--- src/rtl/gpio_event_capture_if.sv ---
// Register-side interface of the GPIO event capture block.
// Signal prefixes are from the capture block's point of view: i_* flow into
// it, o_* flow out of it. The CSR block (or a testbench) uses the master
// modport, the capture block uses the slave modport.
interface gpio_event_capture_if #(
  parameter int NUM_CH = 8,
  parameter int SEL_W  = 3
);

  logic                  i_tick;      // one-cycle debounce sample strobe
  logic [NUM_CH-1:0]     i_gpio_in;   // raw asynchronous inputs
  logic [2*NUM_CH-1:0]   i_mode;      // [2i+1:2i]: 00 level, 01 rise, 10 fall, 11 both
  logic                  i_clr_stb;   // one-cycle clear strobe
  logic [NUM_CH-1:0]     i_clr_mask;  // channels cleared on i_clr_stb
  logic [NUM_CH-1:0]     i_irq_mask;  // channels allowed to raise o_irq
  logic [SEL_W-1:0]      i_cnt_sel;   // event counter readout select

  logic [NUM_CH-1:0]     o_state;     // debounced level
  logic [NUM_CH-1:0]     o_sticky;    // latched event flags
  logic                  o_irq;       // registered OR of sticky & mask
  logic [7:0]            o_cnt_out;   // registered count of channel i_cnt_sel

  modport master (
    output i_tick, i_gpio_in, i_mode, i_clr_stb, i_clr_mask, i_irq_mask, i_cnt_sel,
    input  o_state, o_sticky, o_irq, o_cnt_out
  );

  modport slave (
    input  i_tick, i_gpio_in, i_mode, i_clr_stb, i_clr_mask, i_irq_mask, i_cnt_sel,
    output o_state, o_sticky, o_irq, o_cnt_out
  );

endinterface

--- src/rtl/gpio_event_capture.sv ---
// N-channel GPIO event capture: per channel a synchroniser, a tick-based
// debouncer, selectable edge/level event detection, a sticky flag with
// masked clear and a saturating 8-bit event counter. A masked OR of the
// sticky flags drives a registered interrupt, and one counter at a time can
// be read back through a registered select mux.
//
// The bus interface must be instantiated with the same NUM_CH and SEL_W as
// this module.
module gpio_event_capture #(
  parameter int NUM_CH         = 8,   // 1..16
  parameter int SEL_W          = 3,   // NUM_CH <= 2**SEL_W
  parameter int SYNC_STAGES    = 2,   // >= 2
  parameter int DEBOUNCE_TICKS = 16,  // 0 bypasses the debouncer
  parameter int CNT_W          = 8    // DEBOUNCE_TICKS < 2**CNT_W
) (
  input  logic                    clk,
  input  logic                    rst_n,
  gpio_event_capture_if.slave     bus
);

  localparam int                   EVT_CNT_W = 8;
  localparam logic [EVT_CNT_W-1:0] EVT_CNT_MAX = '1;

  // Synchroniser chain; index SYNC_STAGES-1 is the stage the debouncer sees.
  logic [NUM_CH-1:0]    r_sync [SYNC_STAGES];
  logic [NUM_CH-1:0]    w_sync;

  // Debounced level and its one-cycle delayed copy for edge detection.
  logic [NUM_CH-1:0]    r_state;
  logic [NUM_CH-1:0]    r_state_d;

  // Event flags and counters.
  logic [NUM_CH-1:0]    r_sticky;
  logic [EVT_CNT_W-1:0] r_cnt [NUM_CH];

  // Registered outputs.
  logic                 r_irq;
  logic [EVT_CNT_W-1:0] r_cnt_out;

  // Combinational per-channel qualifiers.
  logic [NUM_CH-1:0]    w_rise;
  logic [NUM_CH-1:0]    w_fall;
  logic [NUM_CH-1:0]    w_evt;
  logic [NUM_CH-1:0]    w_cnt_inc;
  logic [NUM_CH-1:0]    w_clr;
  logic [EVT_CNT_W-1:0] w_cnt_sel_val;

  // Bring the raw inputs into the clk domain.
  always_ff @(posedge clk or negedge rst_n) begin
    // NOTE: every flop uses non-blocking assignment so all stages sample the
    // pre-edge value; blocking here would collapse the chain into one flop.
    if (!rst_n) begin
      for (int s = 0; s < SYNC_STAGES; s++) begin
        r_sync[s] <= '0;
      end
    end else begin
      r_sync[0] <= bus.i_gpio_in;
      for (int s = 1; s < SYNC_STAGES; s++) begin
        r_sync[s] <= r_sync[s-1];
      end
    end
  end

  assign w_sync = r_sync[SYNC_STAGES-1];

  generate
    if (DEBOUNCE_TICKS == 0) begin : g_bypass

      // Debounce bypassed: the debounced level follows the synchroniser.
      always_ff @(posedge clk or negedge rst_n) begin
        if (!rst_n) begin
          r_state <= '0;
        end else begin
          r_state <= w_sync;
        end
      end

    end else begin : g_debounce

      localparam logic [CNT_W-1:0] DCNT_LAST = CNT_W'(DEBOUNCE_TICKS - 1);

      // Consecutive mismatching ticks seen so far, per channel.
      logic [CNT_W-1:0] r_dcnt [NUM_CH];

      // Accept a new level only after DEBOUNCE_TICKS consecutive mismatching
      // ticks; any matching tick restarts the count, no tick holds it.
      always_ff @(posedge clk or negedge rst_n) begin
        if (!rst_n) begin
          r_state <= '0;
          for (int c = 0; c < NUM_CH; c++) begin
            r_dcnt[c] <= '0;
          end
        end else if (bus.i_tick) begin
          for (int c = 0; c < NUM_CH; c++) begin
            if (w_sync[c] != r_state[c]) begin
              if (r_dcnt[c] == DCNT_LAST) begin
                r_state[c] <= ~r_state[c];
                r_dcnt[c]  <= '0;
              end else begin
                r_dcnt[c]  <= r_dcnt[c] + 1'b1;
              end
            end else begin
              r_dcnt[c] <= '0;
            end
          end
        end
      end

    end
  endgenerate

  assign w_rise = r_state & ~r_state_d;
  assign w_fall = ~r_state & r_state_d;
  assign w_clr  = {NUM_CH{bus.i_clr_stb}} & bus.i_clr_mask;

  // Per-channel event and counter-increment selection from the mode field.
  // Level mode flags every cycle the level is high but counts only rises, so
  // the counter reflects distinct assertions rather than cycles held.
  always_comb begin
    // NOTE: defaults first so every path assigns every bit; otherwise a
    // missing branch would infer a latch.
    w_evt     = '0;
    w_cnt_inc = '0;
    for (int c = 0; c < NUM_CH; c++) begin
      case (bus.i_mode[2*c +: 2])
        2'b00: begin
          w_evt[c]     = r_state[c];
          w_cnt_inc[c] = w_rise[c];
        end
        2'b01: begin
          w_evt[c]     = w_rise[c];
          w_cnt_inc[c] = w_rise[c];
        end
        2'b10: begin
          w_evt[c]     = w_fall[c];
          w_cnt_inc[c] = w_fall[c];
        end
        default: begin
          w_evt[c]     = w_rise[c] | w_fall[c];
          w_cnt_inc[c] = w_rise[c] | w_fall[c];
        end
      endcase
    end
  end

  // Sticky flags and counters. An event arriving together with a clear
  // survives it: the flag stays set and the counter restarts at 1.
  always_ff @(posedge clk or negedge rst_n) begin
    // NOTE: the counter array is a bank of flops, not a RAM, so it is reset
    // with everything else rather than left undefined.
    if (!rst_n) begin
      r_state_d <= '0;
      r_sticky  <= '0;
      for (int c = 0; c < NUM_CH; c++) begin
        r_cnt[c] <= '0;
      end
    end else begin
      r_state_d <= r_state;
      r_sticky  <= (r_sticky & ~w_clr) | w_evt;
      for (int c = 0; c < NUM_CH; c++) begin
        if (w_clr[c]) begin
          r_cnt[c] <= EVT_CNT_W'(w_cnt_inc[c]);
        end else if (w_cnt_inc[c] && (r_cnt[c] != EVT_CNT_MAX)) begin
          r_cnt[c] <= r_cnt[c] + 1'b1;
        end
      end
    end
  end

  // Counter readout mux; selects beyond the last channel read as zero.
  always_comb begin
    w_cnt_sel_val = '0;
    for (int c = 0; c < NUM_CH; c++) begin
      if (bus.i_cnt_sel == SEL_W'(c)) begin
        w_cnt_sel_val = r_cnt[c];
      end
    end
  end

  // Register the interrupt and the counter readout.
  always_ff @(posedge clk or negedge rst_n) begin
    if (!rst_n) begin
      r_irq     <= 1'b0;
      r_cnt_out <= '0;
    end else begin
      r_irq     <= |(r_sticky & bus.i_irq_mask);
      r_cnt_out <= w_cnt_sel_val;
    end
  end

  assign bus.o_state   = r_state;
  assign bus.o_sticky  = r_sticky;
  assign bus.o_irq     = r_irq;
  assign bus.o_cnt_out = r_cnt_out;

endmodule

--- src/flat_wrapper.sv ---
// flat-port wrapper written by rule: the top's interface ports become plain ports
module gpio_event_capture_flat 
#(
  parameter int NUM_CH         = 8,           
  parameter int SEL_W          = 3,                        
  parameter int SYNC_STAGES    = 2,          
  parameter int DEBOUNCE_TICKS = 16,                             
  parameter int CNT_W          = 8                                
)
  (clk, rst_n, bus_i_tick, bus_i_gpio_in, bus_i_mode, bus_i_clr_stb, bus_i_clr_mask, bus_i_irq_mask, bus_i_cnt_sel, bus_o_state, bus_o_sticky, bus_o_irq, bus_o_cnt_out);
  gpio_event_capture_if #(.NUM_CH(NUM_CH), .SEL_W(SEL_W)) bus_i ();
  input  logic clk;
  input  logic rst_n;
  input wire logic [$bits(bus_i.i_tick)-1:0] bus_i_tick;
  input wire logic [$bits(bus_i.i_gpio_in)-1:0] bus_i_gpio_in;
  input wire logic [$bits(bus_i.i_mode)-1:0] bus_i_mode;
  input wire logic [$bits(bus_i.i_clr_stb)-1:0] bus_i_clr_stb;
  input wire logic [$bits(bus_i.i_clr_mask)-1:0] bus_i_clr_mask;
  input wire logic [$bits(bus_i.i_irq_mask)-1:0] bus_i_irq_mask;
  input wire logic [$bits(bus_i.i_cnt_sel)-1:0] bus_i_cnt_sel;
  output wire logic [$bits(bus_i.o_state)-1:0] bus_o_state;
  output wire logic [$bits(bus_i.o_sticky)-1:0] bus_o_sticky;
  output wire logic [$bits(bus_i.o_irq)-1:0] bus_o_irq;
  output wire logic [$bits(bus_i.o_cnt_out)-1:0] bus_o_cnt_out;
  assign bus_i.i_tick = bus_i_tick;
  assign bus_i.i_gpio_in = bus_i_gpio_in;
  assign bus_i.i_mode = bus_i_mode;
  assign bus_i.i_clr_stb = bus_i_clr_stb;
  assign bus_i.i_clr_mask = bus_i_clr_mask;
  assign bus_i.i_irq_mask = bus_i_irq_mask;
  assign bus_i.i_cnt_sel = bus_i_cnt_sel;
  assign bus_o_state = bus_i.o_state;
  assign bus_o_sticky = bus_i.o_sticky;
  assign bus_o_irq = bus_i.o_irq;
  assign bus_o_cnt_out = bus_i.o_cnt_out;
  gpio_event_capture #(.NUM_CH(NUM_CH), .SEL_W(SEL_W), .SYNC_STAGES(SYNC_STAGES), .DEBOUNCE_TICKS(DEBOUNCE_TICKS), .CNT_W(CNT_W)) u_core (.clk(clk), .rst_n(rst_n), .bus(bus_i));
endmodule
--- config.mk ---
export PLATFORM = sky130hd
export DESIGN_NAME = gpio_event_capture_flat
export DESIGN_NICKNAME = d
export VERILOG_FILES = /design/src/rtl/gpio_event_capture_if.sv /design/src/rtl/gpio_event_capture.sv /design/src/flat_wrapper.sv
export SDC_FILE = /design/constraint.sdc
export NUM_CORES = 1
export LEC_CHECK = 0
export ABC_AREA = 1
export CAP_MARGIN = 20
export CORE_MARGIN = 3
export CORE_UTILIZATION = 50
export DETAILED_ROUTE_END_ITERATION = 12
export PLACE_DENSITY = 0.72
export SKIP_LAST_GASP = 1
export SYNTH_ARGS = -nofsm -noshare
export SYNTH_HDL_FRONTEND = slang
export SYNTH_SLANG_ARGS = --single-unit
export TNS_END_PERCENT = 20
--- constraint.sdc ---
create_clock -name clk -period 2.16 [get_ports clk]
set_input_delay 0.216 -clock clk [delete_from_list [all_inputs] [get_ports clk]]
set_output_delay 0.216 -clock clk [all_outputs]
set_load 0.005 [all_outputs]
## Word-level counts from Yosys, hierarchy flattened

Index checks and enable logic that the tools add are counted.

- Flip-flop bits (word level): 177
- Input port bits: 47
- Output and inout port bits: 25
- Word-level logic and storage cells: 216

- Add/sub/neg operators: 16
- Equality and inequality tests: 47
- Muxes and demuxes: 56
- Bitwise gates (word level): 25
- Reductions and logical operators: 42

Operators by type and width:

| cell | number |
|---|---|
| $mux W8 | 40 |
| $add A8 B1 Y8 const B | 16 |
| $eq A8 B4 Y1 const B | 8 |
| $ne A8 B8 Y1 const B | 8 |
| $and A8 B8 Y8 | 5 |
| $not A8 Y8 | 3 |
| $pmux W1 S3 | 8 |
| $reduce_and A3 Y1 | 8 |
| $eq A2 B1 Y1 const B | 8 |
| $eq A2 B2 Y1 const B | 8 |
| $logic_not A2 Y1 | 8 |
| $pmux W1 S2 | 8 |
| $reduce_bool A2 Y1 | 8 |
| $reduce_or A2 Y1 | 8 |
| $eq A3 B3 Y1 const B | 4 |
| $logic_and A1 B1 Y1 | 8 |
| $ne A1 B1 Y1 | 8 |
| $not A1 Y1 | 8 |
| $or A1 B1 Y1 | 8 |
| $or A8 B8 Y8 | 1 |
| $reduce_or A8 Y1 | 1 |
| $eq A3 B2 Y1 const B | 2 |
| $eq A3 B1 Y1 const B | 1 |
| $logic_not A3 Y1 | 1 |

## Longest topological paths before layout

- Depth after elaboration: 9
- Gate-level depth with buffers: 11
- Mapped depth without buffers: 10

## Worst setup path before layout

No wires, ideal clock.

- Path kind: reg2reg
- Start point: register u_core.r_state[1], in the netlist u_core.bus.o_state[1]
- End point: register u_core.r_cnt[54] in the netlist's numbering
- Setup time: 0.118 ns
- Data arrival time: 1.464 ns
- Data required time: 2.042 ns
- Path slack: 0.578 ns
- Cell stages (with the launch flop): 12
- Path buffers: 1
- Cell sequence: dfrtp_1 -> inv_1 -> ha_1 -> nor2_1 -> nand2_1 -> nand3_1 -> nand2_1 -> nand2_2 -> clkinv_2 -> buf_6 -> nand2_1 -> o21ai_2

- Word-level cells in the longest chain between the ends: 6
- Elaborated cells on any way between the ends: 7

RTL lines:

| element | RTL line | source |
|---|---|---|
| start, declared | gpio_event_capture.sv:29 | `logic [NUM_CH-1:0] r_state;` |
| start signal, assigned by index | gpio_event_capture.sv:97 | `r_state[c] <= ~r_state[c];` |
| $not A8 Y8 | gpio_event_capture.sv:113 | `assign w_fall = ~r_state & r_state_d;` |
| $and A8 B8 Y8 | gpio_event_capture.sv:113 |  |
| $or A1 B1 Y1 | gpio_event_capture.sv:140 | `w_cnt_inc[c] = w_rise[c] \| w_fall[c];` |
| $pmux W1 S2 * | gpio_event_capture.sv:125 | `case (bus.i_mode[2*c +: 2])` |
| $logic_and A1 B1 Y1 * | gpio_event_capture.sv:163 | `end else if (w_cnt_inc[c] && (r_cnt[c] != EVT_CNT_MAX)) begin` |
| $reduce_bool A2 Y1 (no source line) * | n/a |  |
| end signal, assigned by index | gpio_event_capture.sv:162 | `r_cnt[c] <= EVT_CNT_W'(w_cnt_inc[c]);` |
| end signal, assigned by index | gpio_event_capture.sv:164 | `r_cnt[c] <= r_cnt[c] + 1'b1;` |
| end, declared | gpio_event_capture.sv:34 | `logic [EVT_CNT_W-1:0] r_cnt [NUM_CH];` |

Every way passes the cells marked *; elsewhere a longest branch is shown, timed or not.
A chain may end at the register's enable or synchronous reset.

## Worst setup path after layout

- Start point: register u_core.r_state[4], in the netlist u_core.bus.o_state[4]
- End point: register u_core.r_cnt[29] in the netlist's numbering

Same word-level chain as after synthesis.

==> results.cfg <==
[floorplan]
initial_core_util_pct = 51.10
die_height_um = 147.5
core_um2 = 19590
die_area_um2 = 21750
die-width_um = 147.5
rows = 51
io_pins = 72

[sta]
timing.setup.tns_ps = 0
max_slew_margin_pct = 58.28
fin_skew_ps = 12.23
rsz0062_at_grt = no
max_freq_mhz = 542.4
slew_viol_final = 0
post-route-min-period_ps = 1844
worst_slew_pin_slew_ps = 625.8
finalSetupViolations = 0
setup_slack_ps = 316.3
hold_viol = 0
period_share_pct = 85.36

[synthesis]
synth-seq-cells = 177
synthTopCellsByCount = nand2_1, dfrtp_1, inv_1
netlist_instances = 1298
synthTopCellsByArea = dfrtp_1, nand2_1, nand3_1
synth.top_cell.area_share_pct = 44.25
synth.distinct_cells = 38
synth_nets = 1377
synth_ff_type = dfrtp_1
async_reset_ff_share_pct = 100.0
yosysTopAreaCell = dfrtp_1
yosys_warnings = 0
post_synth.cell_area_avg_um2 = 7.712
yosysSeqAreaShare_pct = 44.25
syn_area_um2 = 10010
synth_edf_count = 0
yosysMostFrequentCell = nand2_1

[setup_path]
cp_data_required_time_ps = 2490
slowest_stage = dfrtp_1
crit_top_cell = nand2_1
worst-setup-path-type = register to register
crit_buf_inv = 1
cp_cell_sequence = inv_1, ha_1, nor2_1, nand2_1, nand3_1, o21ai_2, nand2_1, nand2_1, nand2_1
cp-end-kind = register
cp_top_family = simple AND/OR/NAND/NOR gates
max_stage_delay_ps = 440
cp-start-kind = register
critPathMaxFanout = 11
cp.arrival_ps = 2170

[clock_network]
cts_tree = done
cts.sinks = 177
clkTransAtPathRegs_ps = 70
cts-root-buf = clkbuf_16
cts_buffer_depth = 2
cts_resized = 0
clk_latency_ps = 440
numCtsBuffers = 17
htreeDepth = 4

[global_route]
antenna_found_initial = 0
grt_pass1_vias = 8017
grt_use_total_pct = 21.08
grt_overflow_total = 0
grt-busiest-layer = met2
grtUsageMet3_pct = 4.169
grt_pass1_wl_um = 37760
grtUsageMet2_pct = 34.22
grt_max_degree = 62
use_met1_pct = 28.73

[power_and_ir_drop]
leakagePower_nw = 5.696
vdd_ir_drop_max_uv = 565.7
p_per_area_nw_per_um2 = 633.7
p_total_w = 0.007374

[drt]
firstDrtPassIters = 6
drc = 0
drtAntennaViolNets = 0
post_drt_wl_per_cell_um = 13.48
vias = 8630
routed_via_density = 5.215
finalWirelength_um = 22310
drtIter0Drc = 575

[cells_and_area]
drive_gt1_share_pct = 6.691
fin_area_um2 = 11640
fin_util_pct = 59.40
insertedDiodeCount = 0
syn_to_final_growth_pct = 16.25
final_nets = 1456

[run_status]
run_status = completed

[min_path]
hp-class = primary input to register

[placement]
place_area_um2 = 11070
numPortBuffers = 71
hpwl_um = 16380
routabilityCongestion = 0.9027
pre_cts_slack_ps = 323.5

[run]
cap_violations = 0
==> worst min-delay path, stage by stage <==
cell,delay (ps)
buf_2,100
inv_2,120
nand2_1,90
nand2_1,50
==> where the power goes <==
| group | internal (W) | switching [W] | total [W] |
|---|---|---|---|
| Clock | 0.00152 | 0.00140 | 0.00292 |
| Combinational | 0.000345 | 0.000438 | 0.000782 |
| Sequential | 0.00348 | 0.000191 | 0.00367 |
==> per-stage QoR <==
step | cells | hold WS, ps
3_5_place_dp | 1622 | 255.9
3_3_place_gp | 1622 | 256.1
5_1_grt | 1655 | 200.0
4_1_cts | 1655 | 169.7
2_1_floorplan | 1298 | -79.59
6_report | 1655 | 175.1
==> area by class of cell <==
type | instances | area, um2
clock buffers | 19 | 432.9
fillers | 1760 | 7954
well taps | 265 | 331.6
inverters | 160 | 601.8
repair buffers | 91 | 909.6
multi-input cells | 930 | 4808
flip-flops and latches | 177 | 4429
clock inverters | 13 | 122.6
==> per-layer routing <==
layer / vias up / wire length (um)
met5: - / 0
met4: 0 / 492
met3: 36 / 840
met2: 167 / 10510
met1: 4046 / 10470
li1: 4381 / -
==> cell usage in the layout, fill, tap and decap left out, types with 3 or more instances in the layout <==
cell,netlist,layout
nand2_1,339,339
dfrtp_1,177,177
inv_1,151,151
nor2_1,144,144
nand3_1,137,137
nand4_1,78,78
clkdlybuf4s50_1,0,69
o21ai_0,36,36
xor2_1,36,36
ha_1,32,32
nor3_1,25,25
xnor2_1,17,17
a21oi_1,17,17
clkbuf_16,0,17
buf_4,4,15
nand3b_1,8,8
inv_2,8,8
o21ba_2,7,7
nor2_2,6,6
nand2_2,5,5
nor3_2,5,5
o21ai_1,4,4
o21ai_2,4,4
nor3b_1,4,4
a41oi_1,4,4
mux2i_1,4,4
inv_6,0,4
buf_12,0,4
nand3_2,3,3
nand2_4,3,3
a21boi_0,3,3
inv_8,0,3
==> final timing paths <==
check                                      startpoint                           end  slack (ps)  cells past startpoint
worst max-delay path            u_core.bus.o_state[4]              u_core.r_cnt[29]         320                      9
worst min-delay path                       bus_i_tick  u_core.g_debounce.r_dcnt[17]         180                      4
worst max register to register  u_core.bus.o_state[4]              u_core.r_cnt[29]         320                      9
worst min register to register      u_core.r_sync[11]              u_core.w_sync[3]         350                      0
max in group asynchronous                       rst_n       u_core.bus.o_cnt_out[5]        1200                      3
min in group asynchronous                       rst_n              u_core.r_cnt[31]         340                      2
==> state kept, by name (all words and copies together) (netlist names) <==
register,flops
u_core.bus.o_state,8
u_core.bus.o_irq,1
u_core.bus.o_cnt_out,8
u_core.g_debounce.r_dcnt,64
u_core.r_sync,8
u_core.r_cnt,64
u_core.bus.o_sticky,8
u_core.w_sync,8
u_core.r_state_d,8
==> logic make-up after synthesis <==
family / after synthesis / share of synthesized area [%]
flip-flops: 177 / 44.25
multiplexers: 4 / 0.4000
AND/OR/NAND/NOR: 758 / 33.88
adder cells (fa/ha/maj): 32 / 4.000
XOR/XNOR: 53 / 4.637
AO/OA/AOI/OAI: 83 / 5.125
buffers and inverters: 191 / 7.712
==> timing repair <==
| action | CTS | global route |
|---|---|---|
| buffers inserted | 0 | 0 |
| hold buffers | 1 | 0 |
| endpoints found under the hold margin | 53 | 0 |
Note: power is estimated with default switching activity, not from simulation.
